<file path="src/rtl/seq_detect_param.sv">
// seq_detect_param: parametrised serial bit-pattern detector with runtime
// pattern reload, input qualification, optional overlap and a saturating
// match counter.
module seq_detect_param #(
    parameter int unsigned      PAT_W       = 4,
    parameter logic [PAT_W-1:0] DEFAULT_PAT = 4'b1101,
    parameter bit               OVERLAP     = 1'b1,
    parameter int unsigned      CNT_W       = 8
) (
    input  logic             clk,
    input  logic             rst,
    input  logic             in_valid,
    input  logic             in_bit,
    input  logic             pat_load,
    input  logic [PAT_W-1:0] pat_in,
    input  logic             cnt_clr,
    output logic             match,
    output logic [CNT_W-1:0] match_count,
    output logic [PAT_W-1:0] pattern
);

    localparam int unsigned FILL_W = $clog2(PAT_W + 1);
    localparam logic [FILL_W-1:0] FILL_FULL = FILL_W'(PAT_W);

    // hist holds the last accepted bits, oldest in the MSB; fill counts how
    // many of them are valid since reset, reload or a non-overlapping hit.
    logic [PAT_W-1:0]  hist;
    logic [PAT_W-1:0]  hist_nx;
    logic [PAT_W-1:0]  shifted;
    logic [FILL_W-1:0] fill;
    logic [FILL_W-1:0] fill_nx;
    logic [FILL_W-1:0] fill_inc;
    logic [CNT_W-1:0]  count_nx;
    logic              accept;
    logic              hit;

    // Next-state: shift history, detect a hit, update the saturating counter.
    always_comb begin
        accept   = in_valid && !pat_load;
        shifted  = {hist[PAT_W-2:0], in_bit};
        fill_inc = (fill == FILL_FULL) ? FILL_FULL : fill + 1'b1;
        hit      = accept && (fill_inc == FILL_FULL) && (shifted == pattern);

        hist_nx  = hist;
        fill_nx  = fill;
        if (pat_load) begin
            hist_nx = '0;
            fill_nx = '0;
        end else if (accept) begin
            hist_nx = shifted;
            fill_nx = (hit && !OVERLAP) ? '0 : fill_inc;
        end

        count_nx = match_count;
        if (cnt_clr) begin
            // Clear then count: a hit on the clearing edge leaves a count of one.
            count_nx = hit ? CNT_W'(1) : '0;
        end else if (hit && (match_count != '1)) begin
            count_nx = match_count + 1'b1;
        end
    end

    // State register; reset overrides load, clear and data.
    always_ff @(posedge clk) begin
        if (rst) begin
            hist        <= '0;
            fill        <= '0;
            pattern     <= DEFAULT_PAT;
            match       <= 1'b0;
            match_count <= '0;
        end else begin
            hist        <= hist_nx;
            fill        <= fill_nx;
            match       <= hit;
            match_count <= count_nx;
            if (pat_load) begin
                pattern <= pat_in;
            end
        end
    end

endmodule

</file>
<file path="config.mk">
export PLATFORM = sky130hd
export DESIGN_NAME = seq_detect_param
export DESIGN_NICKNAME = d
export VERILOG_FILES = /design/src/rtl/seq_detect_param.sv
export SDC_FILE = /design/constraint.sdc
export NUM_CORES = 1
export LEC_CHECK = 0
export BUFFER_PORTS_ARGS = -buffer_cell sky130_fd_sc_hd__buf_2
export CORE_ASPECT_RATIO = 1.2
export CORE_MARGIN = 5
export CORE_UTILIZATION = 46
export CTS_CLUSTER_SIZE = 28
export DETAILED_ROUTE_END_ITERATION = 6
export GPL_ROUTABILITY_DRIVEN = 1
export PLACE_DENSITY = 0.71
export SLEW_MARGIN = 40
export SYNTH_ARGS = -nofsm -noshare
export SYNTH_HDL_FRONTEND = slang
export SYNTH_SLANG_ARGS = --single-unit
</file>
<file path="constraint.sdc">
create_clock -name clk -period 1.9 [get_ports clk]
set_input_delay 0.475 -clock clk [delete_from_list [all_inputs] [get_ports clk]]
set_output_delay 0.475 -clock clk [all_outputs]
set_load 0.03 [all_outputs]
</file>
# [After elaboration in Yosys (flattened, before gate mapping)]
# Cells that the tools add are included.
[totals] regBits=19 in_bits=10 output_inout_bits=13 elab_cells=22
[classes] addsub=2 n_eq_ne=4 muxes=4 reduce_logical=7
[op_table] operator="8-bit two-way mux" n=2
[op_table] operator="8-bit by 1-bit adder with 8-bit output (second input constant)" n=1
[op_table] operator="8-bit != test (second input constant)" n=1
[op_table] operator="3-bit equality test (second input constant)" n=2
[op_table] operator="4-bit equality test" n=1
[op_table] operator="1-bit logical AND" n=4
[op_table] operator="3-bit by 1-bit adder with 3-bit output (second input constant)" n=1
[op_table] operator="3-bit two-way mux" n=1
[op_table] operator="2-bit nonzero test" n=1
[op_table] operator="2-bit OR reduction" n=1
[op_table] operator="1-bit logical NOT" n=1
[op_table] operator="1-bit two-way mux" n=1

# [Logic depth before layout (Yosys ltp)]
[logic_depth] ltp_word=8 ltp_mapped=8 depth_no_buf=7

# [Worst setup path before layout]
# OpenSTA, ideal clock, no wires.
[synth_path] path_kind="reg2reg" startpoint="register fill[0]" endpoint="register match_count[3]" setup_ns=0.070 arrival_time_ns=1.785 required_time_ns=1.830 setup_slack_ns=0.045 stages_incl_launch_ff=8 n_path_buf=0 synth_period_minus_slack_ns=1.855 path_cell_list="dfxtp_1 -> inv_1 -> ha_1 -> nand2b_4 -> a211oi_2 -> nand3b_2 -> or3_1 -> a21oi_1"
[synth_via] elab_chain_cells=7 word_cells_on_any_way=8 cone_classes="1 x add/sub; 2 x eq/ne; 1 x mux; 4 x reduce/logical"
[synth_rtl] item="start, declared" line="30" rtl="logic [FILL_W-1:0] fill;"
[synth_rtl] item="start signal, assigned" line="73" rtl="fill <= fill_nx;"
[synth_rtl] item="3-bit by 1-bit adder with 3-bit output / 3-bit equality test (equally long branches)" line="41" rtl="fill_inc = (fill == FILL_FULL) ? FILL_FULL : fill + 1'b1;"
[synth_rtl] item="3-bit two-way mux *" line="41"
[synth_rtl] item="3-bit equality test *" line="42" rtl="hit = accept && (fill_inc == FILL_FULL) && (shifted == pattern);"
[synth_rtl] item="1-bit logical AND * (2 in a row)" line="42"
[synth_rtl] item="1-bit logical AND *" line="58" rtl="end else if (hit && (match_count != '1)) begin"
[synth_rtl] item="2-bit nonzero test (no line) *"
[synth_rtl] item="end signal, assigned" line="75" rtl="match_count <= count_nx;"
[synth_rtl] item="end, declared" line="18" rtl="output logic [CNT_W-1:0] match_count,"
# Mark *: on every way between the ends. The rest lies on a longest branch, timed or not.
# A chain may end at the register's enable or synchronous reset.

# [Final worst setup path]
[layout_path] startpoint="register fill[0]" endpoint="register match_count[6]"
# The elaborated chain is that of the path after synthesis.

==> impl_metrics.env <==
export IMPL_status="finished clean"
export IMPL_cp_slowest_stage_delay_ns=0.34
export IMPL_drc=0
export IMPL_cts_sinks=19
export IMPL_relSlewSlack=0.776
export IMPL_cts_tree="done"
export IMPL_dp_hpwl_um=1560
export IMPL_crit_path_start_kind="register"
export IMPL_tightestPinTransition_ns=0.335
export IMPL_die_y_um=60.8
export IMPL_ys_warn_count=0
export IMPL_ioPinCount=23
export IMPL_final_common_cell="buf_2"
export IMPL_port_buffers=22
export IMPL_design_area_um2=1210
export IMPL_die_area_um2=3190
export IMPL_wl_per_cell_um=13.9
export IMPL_grt_pass1_wl_um=3550
export IMPL_gp_congestion=0.751
export IMPL_drtIter0Drc=34
export IMPL_cap_violations=0
export IMPL_grt_max_degree=12
export IMPL_via_count=896
export IMPL_maxSlewViolCount=0
export IMPL_hold_path_class="in2reg"
export IMPL_cts_buffers=3
export IMPL_ir_worst_vdd_mv=0.459
export IMPL_syn_to_final_growth_pct=22.1
export IMPL_diodes=0
export IMPL_hold_viol=0
export IMPL_antenna_found_initial=0
export IMPL_avgViaCountPerCell=5.40
export IMPL_cp_cell_sequence="inv_1, ha_4, nand2b_4, a211oi_4, and3b_2, a41oi_2, a211oi_2"
export IMPL_synthArstFlopShare=0
export IMPL_rows=18
export IMPL_cts_root_buffer="clkbuf_4"
export IMPL_htree_levels=1
export IMPL_synth_edff_count=0
export IMPL_pre_cts_slack_ns=-0.0346
export IMPL_grt_pass1_vias=828
export IMPL_p_total_uw=710
export IMPL_end_kind="register"
export IMPL_power_density_nw_per_um2=587
export IMPL_ys_ff_latch=19
export IMPL_initial_core_util=0.484
export IMPL_core_um2=2050
export IMPL_synth_cells=112
export IMPL_critPathSlowestCell="dfxtp_2"
export IMPL_drive_gt1_frac=0.331
export IMPL_final_cell_mix="22 x buf_2, 17 x dfxtp_1, 12 x nor2_1"
export IMPL_overflow=0
export IMPL_p_leak_nw=0.526
export IMPL_synthesis_nets=125
export IMPL_worst_slack_ns=0.0941
export IMPL_finClkSkew_ns=0.00619
export IMPL_cp_max_fo=7
export IMPL_criticalPathCategory="reg2reg"
export IMPL_period_share=0.950
export IMPL_max_clock_path_buffers=2
export IMPL_fin_crit_ns=1.81
export IMPL_synth_yosys_seq_area_share=0.384
export IMPL_fmax_ghz=0.554
export IMPL_drt_pass1_iterations=4
export IMPL_setup_viol=0
export IMPL_cp_required_ns=2.14
export IMPL_synth_top_flop_cell="dfxtp_1"
export IMPL_path_clk_slew_ns=0.12
export IMPL_synth_avg_cell_area_um2=8.85
export IMPL_die_w_um=52.4
export IMPL_netlist_area_um2=991
export IMPL_ant_nets=0
export IMPL_finalNetCount=150
export IMPL_drt_wl_total_um=2310
export IMPL_setup_tns_final_ns=0
export IMPL_yosys_cell_types_count=39
export IMPL_place_area_um2=1110
export IMPL_worstPathArrival_ns=2.04
export IMPL_clk_latency_ns=0.30
export IMPL_grt_usage=0.151
## final cells by class
class	instances	area (um2)
Sequential cell	19	383
Multi-Input combinational cell	83	603
Inverter	3	11.3
Clock inverter	1	5.00
Timing Repair Buffer	27	148
Tap cell	30	37.5
Clock buffer	3	22.5
Fill cell	198	840
## stage by stage
| step | hold WS (ns) | instances | utilization |
|---|---|---|---|
| 6_report | 0.374 | 166 | 0.590 |
| 5_1_grt | 0.366 | 166 | 0.590 |
| 4_1_cts | 0.369 | 163 | 0.558 |
| 3_5_place_dp | 0.505 | 159 | 0.544 |
| 3_3_place_gp | 0.473 | 159 | 0.544 |
| 2_1_floorplan | 0.462 | 112 | - |
## cells in the mapped netlist (2+ instances only)
library cell / n / share of area
a21oi_1: 7 / 0.035
inv_1: 2 / 0.0076
dfxtp_1: 19 / 0.38
or2b_1: 2 / 0.015
a211oi_1: 3 / 0.023
buf_4: 3 / 0.023
nand4_1: 2 / 0.013
o21ai_1: 4 / 0.020
ha_1: 3 / 0.038
nor2_1: 12 / 0.045
mux2i_1: 4 / 0.040
and3_1: 4 / 0.025
xor2_1: 4 / 0.035
clkbuf_1: 3 / 0.011
a41oi_1: 2 / 0.018
a211o_1: 3 / 0.027
nand3_1: 6 / 0.030
nand2_1: 5 / 0.019
nor2b_1: 4 / 0.025
## final timing paths
kind                                     start             end  slack [ns]  depth (start not counted)
worst min register to register  match_count[7]  match_count[7]        0.54                          1
worst max-delay path                   fill[0]  match_count[6]        0.09                          7
worst min-delay path                 pat_in[3]      pattern[3]        0.37                          2
worst max register to register         fill[0]  match_count[6]        0.09                          7
## worst max-delay path, delay by kind of cell (launching register included)
| kind | cells | cell delay [ns] |
|---|---|---|
| AND/OR/NAND/NOR | 2 | 0.46 |
| AO/OA/AOI/OAI | 3 | 0.63 |
| adder cells (fa/ha/maj) | 1 | 0.21 |
| buffers and inverters | 1 | 0.10 |
| flip-flops | 1 | 0.34 |
## layer usage
metal	vias to the layer above	share of wire	global-route usage
met5	-	0	0
met3	4	0.075	0.0418
met1	405	0.41	0.177
met2	40	0.50	0.245
li1	447	-	-
met4	0	0.013	0.0876
## power breakdown
group / switching [mW] / internal [mW] / leakage [nW]
sequential: 0.00621 / 0.406 / 0.155
combinational: 0.0477 / 0.0333 / 0.353
clock: 0.138 / 0.0785 / 0.0177
total: 0.192 / 0.518 / 0.526
## timing repair
item,CTS,global route
endpoints found under the setup margin,2,4
pin swaps,0,6
gates resized for setup,1,8
hold buffers,0,0
setup buffers,0,3
## registers in the layout (all words and copies together), names as in the netlist
name / flops
match_count: 8
hist: 3
fill: 3
pattern: 4
match: 1
## logic make-up (layout without fill, tap and decap cells)
| family | after synthesis | count (layout) | synth area share |
|---|---|---|---|
| and+or+nand+nor | 47 | 47 | 0.274 |
| AOI/OAI and AO/OA | 25 | 25 | 0.178 |
| DFF | 19 | 19 | 0.384 |
| buffers and inverters | 10 | 34 | 0.0505 |
| xor gates and xnor gates | 4 | 4 | 0.0353 |
| muxes | 4 | 4 | 0.0404 |
| adders and majority gates | 3 | 3 | 0.0379 |
Power figures use the tool's default switching activity.
